`src/rtl/step_period_decoder.sv`:
```
// step_period_decoder: measures step_in rising-edge period and decodes it to the nearest velocity index.
module step_period_decoder #(
  parameter int CNT_W = 32,
  parameter int SYNC_STAGES = 2,
  parameter int TIMEOUT = 250000,
  parameter int MIN_PERIOD = 1000,
  parameter int unsigned TH [7] = '{93750, 46875, 26041, 18229, 14062, 10714, 8371}
) (
  input  logic             clk,
  input  logic             rst,
  input  logic             step_in,
  output logic [2:0]       vel_index,
  output logic [CNT_W-1:0] period,
  output logic             meas_valid,
  output logic             stalled
);
  typedef enum logic {IDLE, MEASURE} state_t;
  localparam logic [CNT_W-1:0] TO_MAX = CNT_W'(TIMEOUT - 1);
  localparam logic [CNT_W-1:0] MIN_P = CNT_W'(MIN_PERIOD);
  state_t state;
  logic [SYNC_STAGES-1:0] sync;
  logic sync_d, rise;
  logic [CNT_W-1:0] cnt, cand;
  logic [2:0] dec;
  always_comb begin
    rise = sync[SYNC_STAGES-1] & ~sync_d;
    cand = cnt + CNT_W'(1);
    dec = 3'd7;
    // descending scan so the highest threshold met wins; ties land on the lower index
    for (int i = 6; i >= 0; i--)
      dec = (cand >= CNT_W'(TH[i])) ? 3'(i) : dec;
  end
  always_ff @(posedge clk) begin
    if (rst) begin
      sync <= '0;
      sync_d <= 1'b0;
      cnt <= '0;
      state <= IDLE;
      vel_index <= 3'd0;
      period <= '0;
      meas_valid <= 1'b0;
      stalled <= 1'b1;
    end else begin
      sync <= {sync[SYNC_STAGES-2:0], step_in};
      sync_d <= sync[SYNC_STAGES-1];
      meas_valid <= 1'b0;
      if (state == IDLE) begin
        cnt <= '0;
        if (rise) state <= MEASURE;
      end else if (rise && cand >= MIN_P) begin
        period <= cand;
        vel_index <= dec;
        meas_valid <= 1'b1;
        stalled <= 1'b0;
        cnt <= '0;
      end else if (cnt == TO_MAX) begin
        stalled <= 1'b1;
        vel_index <= 3'd0;
        cnt <= '0;
        state <= IDLE;
      end else begin
        cnt <= cnt + CNT_W'(1);
      end
    end
  end
endmodule

```
`config.mk`:
```
export PLATFORM = sky130hd
export DESIGN_NAME = step_period_decoder
export DESIGN_NICKNAME = d
export VERILOG_FILES = /design/src/rtl/step_period_decoder.sv
export SDC_FILE = /design/constraint.sdc
export NUM_CORES = 1
export LEC_CHECK = 0
export ABC_CLOCK_PERIOD_IN_PS = 3500
export CAP_MARGIN = 15
export CORE_MARGIN = 5
export CORE_UTILIZATION = 40
export CTS_CLUSTER_DIAMETER = 150
export DETAILED_ROUTE_END_ITERATION = 10
export HOLD_SLACK_MARGIN = 0.15
export PLACE_DENSITY = 0.56
export SYNTH_ARGS = -nofsm -noshare
export SYNTH_HDL_FRONTEND = slang
export SYNTH_SLANG_ARGS = --single-unit
```
`constraint.sdc`:
```
create_clock -name clk -period 3.5 [get_ports clk]
set_clock_uncertainty 0.05 [all_clocks]
set_input_delay 0.7 -clock clk [delete_from_list [all_inputs] [get_ports clk]]
set_output_delay 0.7 -clock clk [all_outputs]
set_load 0.03 [all_outputs]
```
### After elaboration in Yosys (flattened, before gate mapping)

Cells that the tools add are included.

| word-level totals | value |
|---|---|
| flip-flop bits (word level) | 73 |
| input port bits | 3 |
| output and inout bits | 37 |
| word-level logic and storage cells | 43 |

| cells by class | value |
|---|---|
| add/sub/neg operators | 1 |
| magnitude comparators | 8 |
| eq/ne operators | 1 |
| muxes and demuxes | 16 |
| bitwise logic cells | 3 |
| reductions and logical operators | 6 |

Operators with widths:

| operator | count |
|---|---|
| 32-bit by 14-bit >= comparator with 1-bit output (second input constant) | 3 |
| 32-bit by 15-bit >= comparator with 1-bit output (second input constant) | 2 |
| 32-bit by 1-bit adder with 32-bit output (second input constant) | 1 |
| 32-bit by 18-bit == test with 1-bit output (second input constant) | 1 |
| 32-bit by 10-bit >= comparator with 1-bit output (second input constant) | 1 |
| 32-bit by 16-bit >= comparator with 1-bit output (second input constant) | 1 |
| 32-bit by 17-bit >= comparator with 1-bit output (second input constant) | 1 |
| 3-bit two-way mux | 6 |
| 1-bit two-way mux | 8 |
| 2-bit two-way mux | 2 |
| 2-bit AND reduction | 2 |
| 4-bit OR reduction | 1 |
| 1-bit NOT | 2 |
| 2-bit nonzero test | 1 |
| 2-bit OR reduction | 1 |
| 1-bit bitwise AND | 1 |
| 1-bit logical AND | 1 |

### Logic depth before layout (Yosys ltp)

Gate-level depths: netlist (run 1).

| logic depth | value |
|---|---|
| depth in word-level cells | 10 |
| depth in mapped cells | 11 |
| gate-level depth less buffers | 10 |

### Worst setup path before layout (run 1)

OpenSTA, ideal clock, no wires.

| path | value |
|---|---|
| path kind | reg2reg |
| start point | register cnt[1] |
| end point | register cnt[2] |
| library setup time | 65 ps |
| arrival time | 3,040 ps |
| data required time | 3,385 ps |
| setup slack | 345 ps |
| stages on the path, launching flop included | 11 |
| path buffers | 1 |
| period minus slack after synthesis | 3,155 ps |
| path through | dfxtp_1 -> ha_1 -> nand4_1 -> nor4_1 -> xnor2_1 -> nand3_1 -> nor4_1 -> nand4_2 -> a211o_1 -> buf_2 -> nor2b_1 |

| on the way | value |
|---|---|
| cells in the longest elaborated chain, start to end | 4 |
| elaborated cells between the ends (all ways) | 5 |
| those cells by class | add/sub (1); order compare (1); eq/ne (1); reduce/logical (2) |

RTL lines:

| what | RTL line | text |
|---|---|---|
| start: declaration | 23 | `logic [CNT_W-1:0] cnt, cand;` |
| start signal: assignment | 62 | `cnt <= cnt + CNT_W'(1);` |
| 32-bit by 1-bit adder with 32-bit output | 27, 62 |  |
| 32-bit by 10-bit >= comparator with 1-bit output | 50 | `end else if (rise && cand >= MIN_P) begin` |
| 1-bit logical AND | 50 |  |
| 4-bit OR reduction (no source line) | n/a |  |

Parallel ways exist; a longest one is shown, timed or not.
A chain may end at the register's enable or synchronous reset.

### Worst setup path in the final report (run 1)

| path | value |
|---|---|
| start point | register cnt[1] |
| end point | register cnt[28] |

The elaborated chain is that of the path after synthesis.

==> results.toml, run 1 <==
[run_status]
status = "finished clean"

[logic_synthesis]
synth_top_cells_by_area = "dfxtp_1 (37%), xnor2_1 (6.0%), a21oi_1 (5.6%), nor3_1 (4.6%), a211oi_1 (4.4%)"
yosys.area.top_type_share = 0.371
async_flop_share = 0
avgSynthCellArea_um2 = 8.11
synth_edf_count = 0
ys_seq_area_frac = 0.371
syn_inst = 486
syn_area_um2 = 3940
syn-num-nets = 493
yosys_most_used_dff = "dfxtp_1"
yosys.area.top_type = "dfxtp_1"
ys_seq_elements = 73
yosys_warnings = 0
synth_cell_types = 58

[critical_path]
rr_startpoint = "cnt[1]$_SDFF_PP0_"
crit_path_end_kind = "flip-flop"
critPathRequiredTime_ns = 3.74
worst_r2r_endpoint = "cnt[28]$_SDFF_PP0_"
path_cells = "ha_1 > nand4_1 > or4_4 > o41a_1 > nor4_2 > nand4_2 > a211o_1 > buf_4 > nor2b_1"
arrival_ns = 3.50
cp_max_fo = 20
cp_slowest_cell = "or4_4"
start_kind = "flip-flop"
path_class = "reg -> reg"
ff2ff_path_depth = 9
r2r_slack_ns = 0.24
cpPeakStageDelay_ns = 0.51

[clock_tree]
cts_hold_buf = 0
cts_resized = 0
numClockSinks = 73
clkTransAtPathRegs_ns = 0.09
cts_tree = "built"
post-cts-setup-buffers = 0
clock_latency_ns = 0.36
cts_inserted_buffers = 9
clockRootBuffer = "clkbuf_8"
htree_levels = 3
cts_buffer_depth = 2

[route]
routed_wl_um = 11000
drc = 0
dr_total_vias = 3779
first_iter_violations = 252
firstDrtPassIters = 4
wl_per_cell_um = 16.5
ant_nets = 0
post_drt_via_cell_ratio = 5.67

[layout]
design_area_um2 = 4800
layout-drive-gt1-share = 0.101
area_delta_synth_final_pct = 21.9
layout.nets = 535
post-route-util = 0.496
insertedDiodeCount = 0

[sta]
max_slew_margin = 0.514
min_period_over_period = 0.932
fmax_ghz = 0.307
tightestPinTransition_ns = 0.724
setup_violations = 0
final_period_minus_worst_setup_slack_ns = 3.26
rsz0062_at_grt = "no"
setup_tns_ns = 0
slew_viol_final = 0
worst_slack_ns = 0.239
whs_ns = 0.393
hold_viol_final = 0

[power]
powerDensity_nw_per_um2 = 334
ir_drop_v = 0.000171
p_leak_nw = 1.53

[worst_hold_path]
holdPathEnd = "sync[1]$_SDFF_PP0_"
hold_depth = 1
hp-start = "sync[0]$_SDFF_PP0_"
min_path_type = "reg -> reg"

[placement]
post-place-ws_ns = 0.189
port-buffer-count = 39
gp_congestion = 0.869
dpl_cell_area_um2 = 4550
dp_hpwl_um = 8260

[floorplan]
io_pins = 40
start_util = 0.407
die_height_um = 109
die_w_um = 109
core.rowCount = 36
core_um2 = 9680
dieArea_um2 = 11900

[global_routing]
first_global_vias = 3492
grt_max_degree = 35
overflow = 0
grt_use_total = 0.193
grt_pass1_wl_um = 18100
antenna_found_initial = 0

[flow_run]
cap_violations = 0
==> per-layer routing <==
layer / wire length, um / track usage / up-vias
met1: 5330 / 0.265 / 1784
met3: 433 / 0.0320 / 21
met4: 254 / 0.0766 / 0
li1: - / - / 1870
met5: 0 / 0 / -
met2: 4970 / 0.303 / 104
==> layout make-up <==
cell class	count	area [um2]
Fill cell	970	4880
Multi-Input combinational cell	370	2330
Sequential cell	73	1460
Timing Repair Buffer	65	598
Tap cell	133	166
Clock buffer	10	128
Clock inverter	6	90.1
Inverter	9	33.8
==> worst max path at each step <==
stage,start,endpoint,cells past startpoint
2_1_floorplan,cnt[1]$_SDFF_PP0_,cnt[2]$_SDFF_PP0_,10
3_3_place_gp,cnt[1]$_SDFF_PP0_,period[11]$_SDFFE_PP0P_,11
3_5_place_dp,cnt[1]$_SDFF_PP0_,cnt[28]$_SDFF_PP0_,11
4_1_cts,cnt[1]$_SDFF_PP0_,cnt[28]$_SDFF_PP0_,11
5_1_grt,cnt[0]$_SDFF_PP0_,period[4]$_SDFFE_PP0P_,10
6_report,cnt[1]$_SDFF_PP0_,cnt[28]$_SDFF_PP0_,9
==> report_power, final <==
part	switching, W	total (W)	internal, W
clock	0.000341	0.000747	0.000405
combinational	0.0000178	0.0000260	0.00000818
sequential	0.00000126	0.000833	0.000832
==> registers in the layout (all words and copies together), names as in the netlist <==
signal	count
meas_valid	1
sync_d	1
state	1
period	32
sync	2
cnt	32
stalled	1
vel_index	3
==> cells in the final DEF, fill, tap and decap left out, types with 3 or more instances in the layout <==
cell,instances
and4_1,3
and2_1,4
nand3_1,18
clkbuf_8,9
o41ai_1,3
xnor2_1,27
a21oi_1,44
a31oi_1,7
nand2_1,25
nand4_1,15
or4_1,4
nand2b_1,5
dfxtp_1,73
nor2b_1,17
a211oi_1,23
and3_1,13
buf_4,25
nor3_1,35
nor4_2,5
inv_1,9
clkdlybuf4s50_1,39
o21ai_0,13
nor2_1,38
nor4_1,12
ha_1,4
xor2_1,11
o2111ai_1,3
==> per-stage QoR <==
stage                     cells  total power, W
final                       666         0.00161
after detailed placement    650        0.000879
after CTS                   666         0.00162
after global routing        666         0.00166
after global placement      650        0.000879
after floorplan             486        0.000870
==> critical path, delay by kind of cell (launching register included) <==
kind            cells  cell delay, ns
simple gates        5            1.46
compound gates      2            0.74
flops               1            0.49
fa+ha+maj           1            0.23
buf+inv             1            0.21
==> synth_stat cells, types with 11 or more instances <==
cell type / instances
nand3_1: 18
nand2_1: 25
nor2_1: 38
clkbuf_1: 16
a211oi_1: 23
dfxtp_1: 73
nor3_1: 36
a21oi_1: 44
buf_2: 16
nand4_1: 15
xnor2_1: 27
nor4_1: 16
xor2_1: 11
and3_1: 13
nor2b_1: 17
o21ai_0: 13
==> logic make-up after synthesis <==
group	count (synthesis)	share of synthesized area
adders and majority gates	4	0.0127
and+or+nand+nor	210	0.292
xor gates and xnor gates	38	0.0845
AOI/OAI and AO/OA	117	0.191
buffers and inverters	43	0.0470
muxes	1	0.00254
DFF	73	0.371
Note: power is estimated with default switching activity, not from simulation.
==> inputs of run 2 (changes only) <==
TNS_END_PERCENT = 50   (was default)
==> results of run 2 <==
Final layout, timing and power as in run 1 (identical DEF).
